==> src/rtl/bcm_pkg.sv <==
// rtl/bcm_pkg.sv - shared types and helpers for the BCM row sequencer
package bcm_pkg;

  typedef enum logic [2:0] {
    ST_IDLE,
    ST_FIRST,
    ST_BLANK,
    ST_SHOW,
    ST_STALL
  } state_t;

  // Ceiling log2; clog2(1) = 0.
  function automatic int clog2(input int value);
    int r;
    r = 0;
    while ((1 << r) < value) r++;
    return r;
  endfunction

  // Index width for a count, never collapsing to zero bits.
  function automatic int idx_w(input int count);
    return (count > 1) ? clog2(count) : 1;
  endfunction

  // On-time of one bit plane, in ticks.
  function automatic int plane_ticks(input int base_ticks, input int plane);
    return base_ticks << plane;
  endfunction

endpackage

==> src/rtl/bcm_tick_gen.sv <==
// rtl/bcm_tick_gen.sv - tick prescaler with synchronous restart
module bcm_tick_gen
  import bcm_pkg::*;
#(
  parameter int TICK_DIV = 4
) (
  input  logic clock,
  input  logic reset,
  input  logic restart,
  output logic tick
);

  localparam int CW = idx_w(TICK_DIV);
  localparam logic [CW-1:0] LAST = CW'(TICK_DIV - 1);

  logic [CW-1:0] cnt;

  // Count clock cycles; held at zero while restart is high so the first tick lands TICK_DIV cycles later.
  always_ff @(posedge clock or posedge reset) begin
    if (reset) begin
      cnt <= '0;
    end else if (restart || cnt == LAST) begin
      cnt <= '0;
    end else begin
      cnt <= cnt + 1'b1;
    end
  end

  assign tick = !restart && (cnt == LAST);

endmodule

==> src/rtl/bcm_row_sequencer.sv <==
// rtl/bcm_row_sequencer.sv - bit-angle modulation row/plane sequencer with prefetch
module bcm_row_sequencer
  import bcm_pkg::*;
#(
  parameter int DATA_W     = 8,
  parameter int BITS       = 12,
  parameter int ROWS       = 8,
  parameter int TICK_DIV   = 4,
  parameter int BASE_TICKS = 1,
  parameter int BLANK_CYC  = 2
) (
  input  logic                     clock,
  input  logic                     reset,
  input  logic                     enable,
  output logic                     load_rq,
  output logic [idx_w(ROWS)-1:0]   req_row,
  output logic [idx_w(BITS)-1:0]   req_bit,
  input  logic                     data_ready,
  input  logic [DATA_W-1:0]        data_in,
  output logic [DATA_W-1:0]        data_out,
  output logic [idx_w(ROWS)-1:0]   row,
  output logic [idx_w(BITS)-1:0]   plane_bit,
  output logic                     blank,
  output logic                     latch,
  output logic                     frame_done,
  output logic                     underrun
);

  localparam int RW    = idx_w(ROWS);
  localparam int BW    = idx_w(BITS);
  localparam int BCW   = idx_w(BLANK_CYC);
  localparam int DUR_W = clog2(BASE_TICKS) + BITS;

  state_t              state, next_state;
  logic                req_pend, next_valid;
  logic [DATA_W-1:0]   next_buf, act_buf;
  logic [BCW-1:0]      blank_cnt;
  logic [DUR_W-1:0]    tick_cnt, dur_last;
  logic [RW-1:0]       succ_row;
  logic [BW-1:0]       succ_bit;
  logic                tick, accept, valid_eff, blank_last, expire, last_plane;
  logic                issue_rq, enter_blank;

  // A strobe only counts while a request is outstanding, including the cycle load_rq is raised.
  assign accept     = data_ready & (load_rq | req_pend);
  assign valid_eff  = next_valid | accept;
  assign blank_last = (blank_cnt == BCW'(BLANK_CYC - 1));
  assign dur_last   = DUR_W'(plane_ticks(BASE_TICKS, int'(plane_bit)) - 1);
  assign expire     = (state == ST_SHOW) & tick & (tick_cnt == dur_last);
  assign last_plane = (row == RW'(ROWS - 1)) && (plane_bit == BW'(BITS - 1));

  bcm_tick_gen #(
    .TICK_DIV(TICK_DIV)
  ) u_tick (
    .clock  (clock),
    .reset  (reset),
    .restart(state != ST_SHOW),
    .tick   (tick)
  );

  // Successor plane: next bit, then next row, wrapping the last row to 0.
  always_comb begin
    succ_row = row;
    succ_bit = plane_bit + 1'b1;
    if (plane_bit == BW'(BITS - 1)) begin
      succ_bit = '0;
      succ_row = (row == RW'(ROWS - 1)) ? '0 : row + 1'b1;
    end
  end

  // State register.
  always_ff @(posedge clock or posedge reset) begin
    if (reset) begin
      state <= ST_IDLE;
    end else begin
      state <= next_state;
    end
  end

  // Next-state decode and state-derived outputs.
  always_comb begin
    next_state  = state;
    issue_rq    = 1'b0;
    enter_blank = 1'b0;
    blank       = (state != ST_SHOW);
    data_out    = (state == ST_SHOW) ? act_buf : '0;
    latch       = (state == ST_BLANK) & blank_last;
    frame_done  = enable & expire & last_plane;
    if (!enable) begin
      next_state = ST_IDLE;
    end else begin
      case (state)
        ST_IDLE: begin
          next_state = ST_FIRST;
          issue_rq   = 1'b1;
        end
        ST_FIRST, ST_STALL: begin
          if (accept) begin
            next_state  = ST_BLANK;
            enter_blank = 1'b1;
          end
        end
        ST_BLANK: begin
          if (blank_last) begin
            next_state = ST_SHOW;
            issue_rq   = 1'b1;
          end
        end
        ST_SHOW: begin
          if (expire) begin
            enter_blank = valid_eff;
            next_state  = valid_eff ? ST_BLANK : ST_STALL;
          end
        end
        default: next_state = ST_IDLE;
      endcase
    end
  end

  // Request handshake, plane buffers, counters and the sticky underrun flag.
  always_ff @(posedge clock or posedge reset) begin
    if (reset) begin
      load_rq    <= 1'b0;
      req_row    <= '0;
      req_bit    <= '0;
      req_pend   <= 1'b0;
      next_buf   <= '0;
      next_valid <= 1'b0;
      act_buf    <= '0;
      row        <= '0;
      plane_bit  <= '0;
      blank_cnt  <= '0;
      tick_cnt   <= '0;
      underrun   <= 1'b0;
    end else if (!enable) begin
      load_rq    <= 1'b0;
      req_row    <= '0;
      req_bit    <= '0;
      req_pend   <= 1'b0;
      next_buf   <= '0;
      next_valid <= 1'b0;
      act_buf    <= '0;
      row        <= '0;
      plane_bit  <= '0;
      blank_cnt  <= '0;
      tick_cnt   <= '0;
      underrun   <= 1'b0;
    end else begin
      load_rq  <= issue_rq;
      req_pend <= (req_pend | load_rq) & ~data_ready;
      if (issue_rq) begin
        req_row <= (state == ST_IDLE) ? '0 : succ_row;
        req_bit <= (state == ST_IDLE) ? '0 : succ_bit;
      end
      if (accept) begin
        next_buf   <= data_in;
        next_valid <= 1'b1;
      end
      if (enter_blank) begin
        act_buf    <= accept ? data_in : next_buf;
        next_valid <= 1'b0;
        row        <= req_row;
        plane_bit  <= req_bit;
      end
      blank_cnt <= (state == ST_BLANK && !blank_last) ? blank_cnt + 1'b1 : '0;
      if (state != ST_SHOW) begin
        tick_cnt <= '0;
      end else if (tick) begin
        tick_cnt <= expire ? '0 : tick_cnt + 1'b1;
      end
      if (expire && !valid_eff) begin
        underrun <= 1'b1;
      end
    end
  end

endmodule

==> config.mk <==
export PLATFORM = sky130hd
export DESIGN_NAME = bcm_row_sequencer
export DESIGN_NICKNAME = d
export VERILOG_FILES = /design/src/rtl/bcm_pkg.sv /design/src/rtl/bcm_tick_gen.sv /design/src/rtl/bcm_row_sequencer.sv
export SDC_FILE = /design/constraint.sdc
export NUM_CORES = 1
export LEC_CHECK = 0
export BUFFER_PORTS_ARGS = -buffer_cell sky130_fd_sc_hd__buf_2
export CAP_MARGIN = 20
export CORE_MARGIN = 5
export CORE_UTILIZATION = 40
export DETAILED_ROUTE_END_ITERATION = 6
export GPL_TIMING_DRIVEN = 0
export PLACE_DENSITY_LB_ADDON = 0.25
export SYNTH_ARGS = -nofsm -noshare
export SYNTH_HDL_FRONTEND = slang
export SYNTH_HIERARCHICAL = 1
export SYNTH_SLANG_ARGS = --single-unit
==> constraint.sdc <==
create_clock -name clock -period 8.9 [get_ports clock]
set_input_delay 1.335 -clock clock [delete_from_list [all_inputs] [get_ports clock]]
set_output_delay 1.335 -clock clock [all_outputs]
set_load 0.005 [all_outputs]
-- Word-level counts from Yosys, hierarchy flattened
Cells that the tools add are included.
- register bits after elaboration: 52
- input bits: 12
- output and inout bits: 27
- $add $sub $neg: 6
- equal/unequal tests: 17
- shift-type cells: 1
- mux-type cells: 45
- bitwise gates (word level): 10
- reduce and logical (&&, ||, !) cells: 11
- operators with widths (cell ; number):
    $mux 12 ; 4
    $mux 8 ; 5
    $mux 3 ; 12
    $mux 4 ; 6
    $mux 1 ; 14
    $add 12x1->12 const B ; 1
    $eq 12x12->1 ; 1
    $pmux 3 s4 ; 1
    $shl 1x4->12 const A ; 1
    $sub 12x2->12 const B ; 1
    $ne 3x3->1 const B ; 3
    $and 1x1->1 ; 7
    $eq 3x2->1 const B ; 2
    $eq 3x3->1 const B ; 2
    $ne 2x1->1 const B ; 3
    $ne 3x1->1 const B ; 2
    $add 4x1->4 const B ; 1
    $eq 4x4->1 const B ; 1
    $logic_and 1x1->1 ; 4
    $pmux 1 s2 ; 2
    $add 3x1->3 const B ; 1
    $eq 3x1->1 const B ; 1
    $logic_not 1->1 ; 3
    $logic_not 3->1 ; 1
    other kinds (10) ; 11

-- Depth between registers and ports, before layout
Gate-level depths: netlist of run 1.
- depth in word-level cells: 10
- mapped depth: 15
- mapped depth without buffers: 12

-- Cells and area by module
The synthesis of run 1 kept the hierarchy.
- by module, submodules not included (module ; times used ; cells each ; area each (um^2) ; sequential area each (um^2)):
    bcm_row_sequencer ; 1 ; 381 ; 3308.2 ; 1251.2
    bcm_tick_gen ; 1 ; 7 ; 90.1 ; 50.0

-- Worst setup path before layout of run 1
Ideal clock, no wire load.
- path type: flip-flop to output port
- from: register plane_bit[0]
- to: output frame_done
- data arrival time: 2810 ps
- slack: 4755 ps
- cell stages (with the launch flop): 14
- cell sequence: dfrtp_1 inv_1 ha_1 buf_4 nor3b_1 inv_1 ha_1 inv_1 o311ai_0 o21ai_0 xor2_1 nor4_4 nand2_1 nor3_1
- word-level cells in the longest chain between the ends: 6
- elaborated cells on any way between the ends: 8
- those cells by class: add/sub (1); eq/ne (2); shift (1); bitwise (3); reduce/logical (1)
- RTL lines (element ; RTL line ; text):
    from (decl) ; bcm_row_sequencer.sv:22 ; output logic [idx_w(BITS)-1:0] plane_bit,
    from (signal assigned) ; bcm_row_sequencer.sv:163 ; plane_bit <= req_bit;
    $shl 1x4->12 ; bcm_pkg.sv:27 ; return base_ticks << plane;
    $sub 12x2->12 ; bcm_row_sequencer.sv:48 ; assign dur_last = DUR_W'(plane_ticks(BASE_TICKS, int'(plane_bit)) - 1);
    $eq 12x12->1 ; bcm_row_sequencer.sv:49 ; assign expire = (state == ST_SHOW) & tick & (tick_cnt == dur_last);
    $and 1x1->1 ; bcm_row_sequencer.sv:49 ;
    $and 1x1->1 ; bcm_row_sequencer.sv:88 ; frame_done = enable & expire & last_plane;
    $and 1x1->1 * ; bcm_row_sequencer.sv:88 ;
    to (decl) ; bcm_row_sequencer.sv:25 ; output logic frame_done,
Mark *: on every way between the ends. The rest lies on a longest branch, timed or not.

-- Worst setup path after layout of run 1
Same ends and word-level chain as after synthesis.

==> results of run 1 <==
==> layout make-up <==
cell class / count / area share, %
timing repair buffer: 38 / 5.36
buffer: 29 / 3.56
inverter: 17 / 1.67
multi-input combinational: 290 / 49.5
sequential: 52 / 34.0
tap: 105 / 3.43
clock buffer: 7 / 2.51
==> per-layer routing <==
layer	part of all wire, %	GRT usage (%)	up-vias
li1	-	-	1452
met1	47	22.8	1406
met2	48	27.9	74
met3	3.7	2.39	9
met4	0.95	4.74	0
met5	0	0	-
==> cells in the mapped netlist (all sizes together) (2+ instances only) <==
cell type,instances
buf,9
mux2i,3
dfrtp,52
nor2b,6
xor2,11
nand4,4
xnor2,12
nand2,53
and3,8
nor3,20
or3,3
nand2b,4
nor4,7
inv,17
ha,11
nand3,22
o31ai,4
nor3b,3
nor2,19
a211oi,2
and2,17
o21ai,20
a31o,2
or4,3
a22o,2
a22oi,2
o221ai,7
o2111ai,2
o211ai,2
a21oi,16
clkbuf,20
mux2,8
==> power by group <==
part	switching (mW)	internal [mW]
logic	0.0245	0.0116
registers	0.00240	0.241
clock network	0.0782	0.0695
total	0.105	0.322
==> how the worst min path moves through the flow <==
stage	startpoint	endpoint	slack, ns	depth (start not counted)
final	u_tick/cnt[0]	u_tick/cnt[0]	0.45	1
after global routing	u_tick/cnt[0]	u_tick/cnt[0]	0.49	1
after CTS	u_tick/cnt[0]	u_tick/cnt[0]	0.45	1
after detailed placement	u_tick/cnt[0]	u_tick/cnt[0]	0.44	1
after global placement	u_tick/cnt[0]	u_tick/cnt[0]	0.43	1
after floorplan	u_tick/cnt[0]	u_tick/cnt[0]	0.42	1
==> kinds of logic (layout without fill, tap and decap cells) <==
family / after synthesis / in the layout
AO/OA/AOI/OAI: 70 / 70
XOR/XNOR: 23 / 23
adder cells (fa/ha/maj): 11 / 11
buffers and inverters: 46 / 91
flip-flops: 52 / 52
multiplexers: 11 / 11
AND/OR/NAND/NOR: 175 / 175
==> sequential cells by signal (all words and copies together) (netlist names) <==
name        count
next_valid      1
act_buf         8
req_bit         4
tick_cnt       12
row             3
plane_bit       4
u_tick/cnt      2
req_pend        1
blank_cnt       1
state           3
next_buf        8
load_rq         1
underrun        1
req_row         3
==> worst max-delay path, stage by stage, from the launching register on <==
cell	delay, ns
sky130_fd_sc_hd__dfrtp_1	0.48
sky130_fd_sc_hd__inv_1	0.10
sky130_fd_sc_hd__ha_1	0.20
sky130_fd_sc_hd__buf_4	0.17
sky130_fd_sc_hd__nor3b_1	0.18
sky130_fd_sc_hd__inv_1	0.08
sky130_fd_sc_hd__ha_1	0.21
sky130_fd_sc_hd__inv_1	0.10
sky130_fd_sc_hd__o311ai_0	0.58
sky130_fd_sc_hd__o21ai_0	0.23
sky130_fd_sc_hd__xor2_1	0.22
sky130_fd_sc_hd__nor4_4	0.37
sky130_fd_sc_hd__nand2_1	0.11
sky130_fd_sc_hd__nor3_1	0.18
sky130_fd_sc_hd__buf_2	0.14
==> per-stage QoR <==
stage / util, % / setup WS [ns]
2_1_floorplan: - / 4.76
3_3_place_gp: 45.0 / 4.26
3_5_place_dp: 45.2 / 4.24
6_report: 46.4 / 3.92
5_1_grt: 46.4 / 3.57
4_1_cts: 46.4 / 3.88
==> results.md, run 1 <==
| Result | Value | Unit |
| --- | --- | --- |
| Outcome | finished, final reports clean | - |
| Number of synthesized flops with an enable pin | 0 | - |
| Sequential cell area | 1300 | um2 |
| Most frequent standard cell in the layout excluding fill and tap cells | sky130_fd_sc_hd__nand2_1 | - |
| Max Root-Sink Buffers | 2 | - |
| Critical path capture point | frame_done | - |
| Clock tree root buffer cell | sky130_fd_sc_hd__clkbuf_8 | - |
| Wire length per cell after detailed routing | 15.3 | um |
| Count of endpoints failing setup in the final report | 0 | - |
| Layout area overhead | 12.7 | % |
| Weighted congestion at the end of routability-driven global placement | 0.909 | - |
| Reported leakage power | 1.73 | nW |
| Endpoint of the worst register-to-register path | tick_cnt[3] | - |
| Total clock sinks | 52 | - |
| Setup repair bufs after CTS | 0 | - |
| Adder and majority gate portion of the synthesized area | 4.05 | % |
| Reg-to-reg critical path startpoint | plane_bit[0] | - |
| Final non-filler cell total | 538 | - |
| Kind of end point of the critical path | output pin | - |
| Core Rows | 33 | - |
| Instance area after placement | 3730 | um2 |
| HP Class | reg -> reg | - |
| Iteration-0 DRC Markers | 188 | - |
| Total Wirelength | 8220 | um |
| Number of top-level pins | 39 | - |
| Via count of the first global-routing pass | 2,962 | - |
| Antenna violation net count after detailed routing | 0 | - |
| Type of origin of the critical path | flop | - |
| RSZ-0062 raised after global routing | no | - |
| Antenna violations before repair | 0 | - |
| Number of resized instances in the post-cts repair step | 0 | - |
| Total standard cell area after synthesis | 3400 | um2 |
| Post-CTS clock slew at the launch and capture registers of the worst setup and hold paths | 0.10 | ns |
| Main combinational cell family by area after synthesis | simple AND/OR/NAND/NOR gates | - |
| Via density | 5.47 | - |
| Cell depth of the worst flop-to-flop path | 15 | - |
| Worst Setup Path Type | reg -> out | - |
| Post-Syn Nets | 411 | - |
| Floorplan die height | 102 | um |
| Cell Count Post-Placement | 531 | - |
| Total count of hold-check failures in the final report | 0 | - |
| Finished layout cell area | 3830 | um2 |
| Total negative slack | 0 | ns |
| Filler instances | 830 | - |
| Worst clock skew | 0.00755 | ns |
| Slew at the pin with the worst max-slew slack | 0.650 | ns |
| Cts bufs inserted | 5 | - |
| Distinct cells, synth | 58 | - |
| Area of the die | 10,400 | um2 |
| Placeable core region | 8260 | um2 |
| Upper clock frequency limit | 201 | MHz |
| Effective utilization at floorplan | 41.2 | % |
| Post-DP HPWL | 5950 | um |
| Library cell with the largest summed area after synthesis | sky130_fd_sc_hd__dfrtp_1 | - |
| Total GRT Usage | 16.8 | % |
| Portion of the post-synthesis area used by sequential elements | 38.3 | % |
| Synth Register Bits | 52 | - |
| Ys async rst share | 100 | % |
| Commonest non-fill, non-tap cells in the layout | sky130_fd_sc_hd__nand2_1, sky130_fd_sc_hd__dfrtp_1, sky130_fd_sc_hd__buf_2 | - |
| Count of vias placed by the detailed router | 2,941 | - |
| Warning count from the yosys run | 6 | - |
| Synthesized area divided by synthesized cell count | 8.76 | um2 |
| Synthesized instance count | 388 | - |
| Share of final-layout standard cells stronger than drive strength 1 | 16.9 | % |
| Pin count of the biggest net entering global routing | 40 | - |
| H-Tree Level Count | 2 | - |
| Number of nets at the end of the flow | 456 | - |
| Peak fanout along the critical path | 9 | - |
| Peak VDD IR | 0.0677 | mV |
| Width of the chip | 102 | um |
| Total area of multi-input combinational cells | 1900 | um2 |
| Global-route wire length before repair | 14,200 | um |
| Relative slew margins | 56.7 | % |
| DRC violations left | 0 | - |
| Reg2reg setup slack | 5.20 | ns |
| Final Critical Period | 4.98 | ns |
| Final Power | 427 | uW |
| Crit share post-route | 56.0 | % |
| Top area cells in the synthesized netlist | sky130_fd_sc_hd__dfrtp_1, sky130_fd_sc_hd__nand2_1, sky130_fd_sc_hd__ha_1 | - |
| Data required time at the worst endpoint | 7.57 | ns |
| Arrival time reported for the critical path endpoint | 3.65 | ns |
| Power density normalized to cell area | 111 | nW/um2 |
| Multiplexer share of the synthesized area | 4.42 | % |
| CTS tree | built | - |
| Worst hold slack | 0.455 | ns |
| Max Cap Viol | 0 | - |
| Post-CTS Hold Buffers | 0 | - |
| Compound-Gate Fraction of Synth Area | 14.0 | % |
| Flip-flop cell with the highest count after synthesis | sky130_fd_sc_hd__dfrtp_1 | - |
| Post-synth top area share | 38.3 | % |
| First-pass detailed-route iteration total | 4 | - |
| Count of final max-slew check failures | 0 | - |
| Post-synthesis share of cell area spent on and, or, nand and nor gates | 27.4 | % |
| PortBufs | 37 | - |
| Clock latency on the worst-skew pair | 0.30 | ns |
| Crit path from | plane_bit[0] | - |
| Antenna diode count | 0 | - |
| Synthesized-area fraction occupied by xor and xnor cells | 5.93 | % |
| Total grt overflow | 0 | - |
(Power assumes the default switching activity.)
==> inputs of run 2 (changes only) <==
clock period = 4 ns   (was 8.9 ns; I/O delays follow)
==> run 2 against run 1 <==
Combinational power is 120% higher. Clock-buffer cell count stayed put. Cell area grew 2.0%. Via count about the same. Die area unchanged. Sequential share of layout area decreased by 0.61 points. Final cell count increased by 0.93%. Non-clock buffer count is 5 higher. Critical path type unchanged. Clock power grew 120%. Highest routed layer unchanged. Sequential power rose by 120%.
==> results.md, run 2 (synthesis results as in run 1) <==
| Result | Value | Unit | Delta |
| --- | --- | --- | --- |
| Post-CTS clock slew at the launch and capture registers of the worst setup and hold paths | 0.10 | ns | about the same |
| Largest registers | tick_cnt x12, act_buf x8, next_buf x8 | - |  |
| Total clock sinks | 52 | - | unchanged |
| GR peak layer | met2 | - |  |
| Max Cap Viol | 0 | - | unchanged |
| Count of vias placed by the detailed router | 2,940 | - | -0.034% |
| Kind of end point of the critical path | output pin | - |  |
| Crit share post-route | 94.8 | % |  |
| Pin count of the biggest net entering global routing | 40 | - | unchanged |
| Number of nets at the end of the flow | 461 | - | +1.1% |
| Grt met1 use | 22.8 | % | -0.086 points |
| Number of top-level pins | 39 | - | unchanged |
| Count of final max-slew check failures | 0 | - | unchanged |
| Worst Setup Path Type | reg -> out | - |  |
| Core Rows | 33 | - | unchanged |
| Data required time at the worst endpoint | 3.40 | ns | -4.17 ns |
| Area of the die | 10,400 | um2 | unchanged |
| Clock tree root buffer cell | sky130_fd_sc_hd__clkbuf_8 | - |  |
| Final Critical Period | 3.79 | ns |  |
| Layout area overhead | 15.0 | % |  |
| Internal cell power | 716 | uW | +120% |
| DRC violations left | 0 | - | unchanged |
| Power dissipated by switching net loads | 236 | uW | +120% |
| Total count of hold-check failures in the final report | 0 | - | unchanged |
| Total Wirelength | 8240 | um | +0.30% |
| Sequential fraction of design power | 56.8 | % | -0.2 points |
| Upper clock frequency limit | 264 | MHz |  |
| Most frequent standard cell in the layout excluding fill and tap cells | sky130_fd_sc_hd__nand2_1 | - |  |
| Register with the most flip-flops | tick_cnt | - |  |
| Global-route wire length before repair | 14,200 | um | about the same |
| Total grt overflow | 0 | - | unchanged |
| Final Power | 952 | uW | +120% |
| Iteration-0 DRC Markers | 154 | - | -18% |
| Max FFs per register | 12 | - | unchanged |
| Weighted congestion at the end of routability-driven global placement | 0.909 | - | unchanged |
| Share of final-layout standard cells stronger than drive strength 1 | 19.6 | % | +2.8 points |
| First-pass detailed-route iteration total | 4 | - | unchanged |
| RSZ-0062 raised after global routing | no | - |  |
| Cts bufs inserted | 5 | - | unchanged |
| PortBufs | 37 | - | unchanged |
| Placeable core region | 8260 | um2 | unchanged |
| Post-CTS Hold Buffers | 0 | - | unchanged |
| Wire length per cell after detailed routing | 15.2 | um | -0.62% |
| Part of the total power dissipated in the clock network | 34.7 | % | about the same |
| Antenna violation net count after detailed routing | 0 | - | unchanged |
| Floorplan die height | 102 | um | unchanged |
| Width of the chip | 102 | um | unchanged |
| Power density normalized to cell area | 244 | nW/um2 | +120% |
| H-Tree Level Count | 2 | - | unchanged |
| Via count of the first global-routing pass | 2,962 | - | unchanged |
| Relative contribution of combinational cells to total power | 8.4 | % | about the same |
| Met3 global-route usage | 2.39 | % | unchanged |
| Type of origin of the critical path | flop | - |  |
| Worst clock skew | 0.00696 | ns | -0.000590 ns |
| Count of endpoints failing setup in the final report | 0 | - | unchanged |
| Peak fanout along the critical path | 10 | - | +1 |
| Slew at the pin with the worst max-slew slack | 0.659 | ns | +0.00982 ns |
| CTS tree | built | - |  |
| Via density | 5.41 | - | -0.95% |
| Antenna violations before repair | 0 | - | unchanged |
| Outcome | finished, final reports clean | - |  |
| Max Root-Sink Buffers | 2 | - | unchanged |
| Effective utilization at floorplan | 41.2 | % | unchanged |
| Peak VDD IR | 0.151 | mV | +120% |
| Total GRT Usage | 16.8 | % | +0.029 points |
| Sw Share | 24.7 | % | +0.15 points |
| Antenna diode count | 0 | - | unchanged |
| Arrival time reported for the critical path endpoint | 3.19 | ns | -0.46 ns |
| Met2 usage | 28.1 | % | +0.20 points |
| Post-DP HPWL | 5950 | um | unchanged |
| Relative slew margins | 56.0 | % | -0.65 points |
| Reported leakage power | 1.77 | nW | +2.2% |
| Clock latency on the worst-skew pair | 0.30 | ns | about the same |
| HP Class | in -> async | - |  |
| Total negative slack | 0 | ns | unchanged |
| Commonest non-fill, non-tap cells in the layout | sky130_fd_sc_hd__nand2_1, sky130_fd_sc_hd__dfrtp_1, sky130_fd_sc_hd__buf_2 | - |  |
[run 2: changes by cell type in the layout (fill, tap and decap cells not counted), sizes merged]
cell / change
buf: +5
[run 2: repair_timing]
item / 4_1_cts / 5_1_grt
cloned: 0 / 0
buffers inserted: 0 / 5
gates resized for setup: 7 / 7
pin swaps: 0 / 1
endpoints found under the setup margin: 1 / 1
[run 2: area by class of cell]
cell class,instances,area [um2]
sequential,52,1300
fill,819,4350
multi-input combinational,290,1930
timing repair buffer,43,243
clock buffer,7,96.3
inverter,17,63.8
buffer,29,139
tap,105,131
[run 2: worst paths after layout]
check / start / to / slack, ns / cells after the start
max: plane_bit[0] / frame_done / 0.21 / 11
min: reset / u_tick/cnt[0] / 0.14 / 2
max reg2reg: plane_bit[0] / tick_cnt[3] / 0.55 / 11
min reg2reg: u_tick/cnt[0] / u_tick/cnt[0] / 0.45 / 1
max in group asynchronous: reset / plane_bit[1] / 3.25 / 3
min in group clock: u_tick/cnt[0] / u_tick/cnt[0] / 0.45 / 1
[run 2: power groups by stage]
stage	logic, mW	registers [mW]	clock network [mW]
2_1_floorplan	0.0533	0.550	0
3_5_place_dp	0.0805	0.551	0
5_1_grt	0.0906	0.543	0.359
4_1_cts	0.0812	0.541	0.337
3_3_place_gp	0.0770	0.551	0
6_report	0.0803	0.541	0.331
[run 2: worst max-delay path, cell delays in order, from the launching register on]
cell	delay (ns)
sky130_fd_sc_hd__dfrtp_2	0.45
sky130_fd_sc_hd__ha_1	0.24
sky130_fd_sc_hd__ha_1	0.21
sky130_fd_sc_hd__buf_6	0.15
sky130_fd_sc_hd__or4_1	0.56
sky130_fd_sc_hd__o21ai_1	0.29
sky130_fd_sc_hd__nand2_1	0.11
sky130_fd_sc_hd__xnor2_1	0.17
sky130_fd_sc_hd__nor4_4	0.29
sky130_fd_sc_hd__nand2_1	0.10
sky130_fd_sc_hd__nor3_1	0.18
sky130_fd_sc_hd__buf_2	0.14
[run 2: per-layer routing]
| layer | vias up | share of wire [%] |
|---|---|---|
| met4 | 0 | 1.2 |
| met3 | 13 | 3.4 |
| li1 | 1460 | - |
| met5 | - | 0 |
| met1 | 1411 | 47 |
| met2 | 56 | 48 |
[run 2: metrics by stage]
step	util (%)	worst slack [ns]	instances	hold WS, ns	cell area [um2]
after global placement	45.0	0.0991	530	0.430	3710
after global routing	47.3	0.00691	543	0.135	3910
after floorplan	-	0.590	388	0.341	3400
after CTS	46.7	0.0277	538	0.134	3850
after detailed placement	45.2	0.0786	531	0.442	3730
final	47.3	0.209	543	0.141	3910
==> inputs of run 3 (changes only) <==
clock period = 4.3 ns   (was 4 ns; I/O delays follow)
==> run 3 against run 2 <==
Wire length decreased by 0.24%. Sequential share of layout area increased by 0.43 points. Non-clock buffer count shrank 5. Combinational power down 7.0%. Highest routed layer unchanged. Die area unchanged. Worst hold slack better by 0.044 ns. Global-route usage hardly changed. Largest cell class unchanged. First-iteration DRC count rose by 4.5%. Cell area decreased by 1.4%. Power fell by 6.8%. Clock skew grew 0.0020 ns. Via count is 0.34% lower.
==> results.md, run 3 (synthesis results as in run 1) <==
| Result | Value | Unit | Delta |
| --- | --- | --- | --- |
| Post-DP HPWL | 5950 | um | unchanged |
| Arrival time reported for the critical path endpoint | 3.37 | ns | +0.18 ns |
| Largest registers | tick_cnt x12, act_buf x8, next_buf x8 | - |  |
| Relative contribution of combinational cells to total power | 8.4 | % | about the same |
| First-pass detailed-route iteration total | 4 | - | unchanged |
| Peak VDD IR | 0.140 | mV | -7.1% |
| Wire length per cell after detailed routing | 15.3 | um | +0.68% |
| CTS tree | built | - |  |
| Outcome | finished, final reports clean | - |  |
| Slew at the pin with the worst max-slew slack | 0.650 | ns | -0.00983 ns |
| Internal cell power | 666 | uW | -7.0% |
| Cts bufs inserted | 5 | - | unchanged |
| Worst Setup Path Type | reg -> out | - |  |
| Core Rows | 33 | - | unchanged |
| Setup repair bufs after CTS | 0 | - | unchanged |
| Via density | 5.45 | - | +0.59% |
| Register with the most flip-flops | tick_cnt | - |  |
| Number of top-level pins | 39 | - | unchanged |
| Layout area overhead | 13.4 | % |  |
| Via count of the first global-routing pass | 2,962 | - | unchanged |
| Floorplan die height | 102 | um | unchanged |
| Width of the chip | 102 | um | unchanged |
| Clock latency on the worst-skew pair | 0.31 | ns | about the same |
| Most frequent standard cell in the layout excluding fill and tap cells | sky130_fd_sc_hd__nand2_1 | - |  |
| PortBufs | 37 | - | unchanged |
| Worst stage delay on the critical path | 0.47 | ns | -0.09 ns |
| Core Util, Final | 46.7 | % | -0.65 points |
| Kind of end point of the critical path | output pin | - |  |
| CP max-delay cell | sky130_fd_sc_hd__dfrtp_1 | - |  |
| Cell Count Post-Placement | 531 | - | unchanged |
| Power dissipated by switching net loads | 220 | uW | -6.4% |
| Iteration-0 DRC Markers | 161 | - | +4.5% |
| Reg2reg setup slack | 0.77 | ns | +0.22 ns |
| Count of endpoints failing setup in the final report | 0 | - | unchanged |
| Final Critical Period | 4.01 | ns |  |
| Worst clock skew | 0.00895 | ns | +0.00199 ns |
| Post-CTS clock slew at the launch and capture registers of the worst setup and hold paths | 0.10 | ns | about the same |
| Family with the most delay on the worst path | simple AND/OR/NAND/NOR gates | - |  |
| Max FFs per register | 12 | - | unchanged |
| Total GRT Usage | 16.8 | % | -0.029 points |
| RSZ-0062 raised after global routing | no | - |  |
| Part of the total power dissipated in the clock network | 34.8 | % | about the same |
| H-Tree Level Count | 2 | - | unchanged |
| WP buf/inv | 4 | - | +2 |
| Pin count of the biggest net entering global routing | 40 | - | unchanged |
| Global-route wire length before repair | 14,200 | um | about the same |
| Max Root-Sink Buffers | 2 | - | unchanged |
| Commonest non-fill, non-tap cells in the layout | sky130_fd_sc_hd__nand2_1, sky130_fd_sc_hd__dfrtp_1, sky130_fd_sc_hd__buf_2 | - |  |
| Share of final-layout standard cells stronger than drive strength 1 | 18.0 | % | -1.6 points |
| Max Cap Viol | 0 | - | unchanged |
| Antenna violations before repair | 0 | - | unchanged |
| Relative slew margins | 56.7 | % | +0.66 points |
| Count of vias placed by the detailed router | 2,930 | - | -0.34% |
| Effective utilization at floorplan | 41.2 | % | unchanged |
| Power density normalized to cell area | 230 | nW/um2 | -5.5% |
| Total count of hold-check failures in the final report | 0 | - | unchanged |
| Peak fanout along the critical path | 9 | - | -1 |
| Clock tree root buffer cell | sky130_fd_sc_hd__clkbuf_8 | - |  |
| Sequential fraction of design power | 56.7 | % | about the same |
| Final non-filler cell total | 538 | - | -0.92% |
| DRC violations left | 0 | - | unchanged |
| Sequence of cells on the critical path | inv_1, ha_1, buf_4, nor3b_4, inv_1, ha_1, xor2_1, nand4_1, a2111o_1, nor4_4, nand2_1, nor3_1, buf_2 | - |  |
| Area of the die | 10,400 | um2 | unchanged |
| Sw Share | 24.9 | % | +0.11 points |
| Data required time at the worst endpoint | 3.65 | ns | +0.25 ns |
| Count of final max-slew check failures | 0 | - | unchanged |
| Antenna diode count | 0 | - | unchanged |
| Upper clock frequency limit | 249 | MHz |  |
| Reported leakage power | 1.74 | nW | -1.6% |
| Number of nets at the end of the flow | 456 | - | -1.1% |
| HP Class | in -> async | - |  |
| Total negative slack | 0 | ns | unchanged |
| Antenna violation net count after detailed routing | 0 | - | unchanged |
| Placeable core region | 8260 | um2 | unchanged |
| Weighted congestion at the end of routability-driven global placement | 0.909 | - | unchanged |
| Total grt overflow | 0 | - | unchanged |
| Type of origin of the critical path | flop | - |  |
| Total Wirelength | 8220 | um | -0.24% |
| Crit share post-route | 93.3 | % |  |
| Total clock sinks | 52 | - | unchanged |
==> run 3: cell count changes in the layout (fill, tap and decap cells not counted), sizes merged <==
cell,before,now
buf,52,47
==> run 3: layer usage <==
layer | global-route usage (%) | vias up | wire [um]
met3 | 2.39 | 6 | 309
met1 | 22.8 | 1408 | 3880
met4 | 4.74 | 0 | 67
met2 | 27.9 | 63 | 3970
li1 | - | 1453 | -
met5 | 0 | - | 0
==> run 3: area by class of cell <==
type / instances / area (um2)
plain buffers: 29 / 138
clock buffers: 7 / 96.3
fillers: 831 / 4400
inverters: 17 / 63.8
multi-input cells: 290 / 1920
flip-flops and latches: 52 / 1300
well taps: 105 / 131
repair buffers: 38 / 205
==> run 3: final timing paths <==
path / from / end / cells after the start
max in group asynchronous: reset / plane_bit[0] / 3
min in group clock: u_tick/cnt[0] / u_tick/cnt[0] / 1
max: plane_bit[1] / frame_done / 13
min: reset / u_tick/cnt[0] / 2
max reg2reg: plane_bit[1] / tick_cnt[3] / 11
min reg2reg: u_tick/cnt[0] / u_tick/cnt[0] / 1
==> run 3: power by group through the flow <==
stage	registers [mW]	logic, mW	clock network [mW]
after CTS	0.503	0.0753	0.314
final	0.503	0.0747	0.309
after detailed placement	0.513	0.0749	0
after global routing	0.505	0.0842	0.334
after global placement	0.513	0.0716	0
after floorplan	0.512	0.0496	0
==> run 3: stage by stage <==
step           hold slack [ns]  power, mW  area [um2]  setup WS [ns]
3_3_place_gp             0.430      0.584        3710          0.354
4_1_cts                  0.179      0.892        3830        0.00618
5_1_grt                  0.180      0.923        3850         0.0372
6_report                 0.185      0.887        3850          0.289
3_5_place_dp             0.442      0.588        3730          0.334
2_1_floorplan            0.386      0.561        3400          0.845
==> run 3: repair_timing <==
item | in CTS | in global routing
setup endpoints to repair | 1 | 1
resized for setup | 1 | 7
hold buffers | 0 | 0
pin swaps | 0 | 0
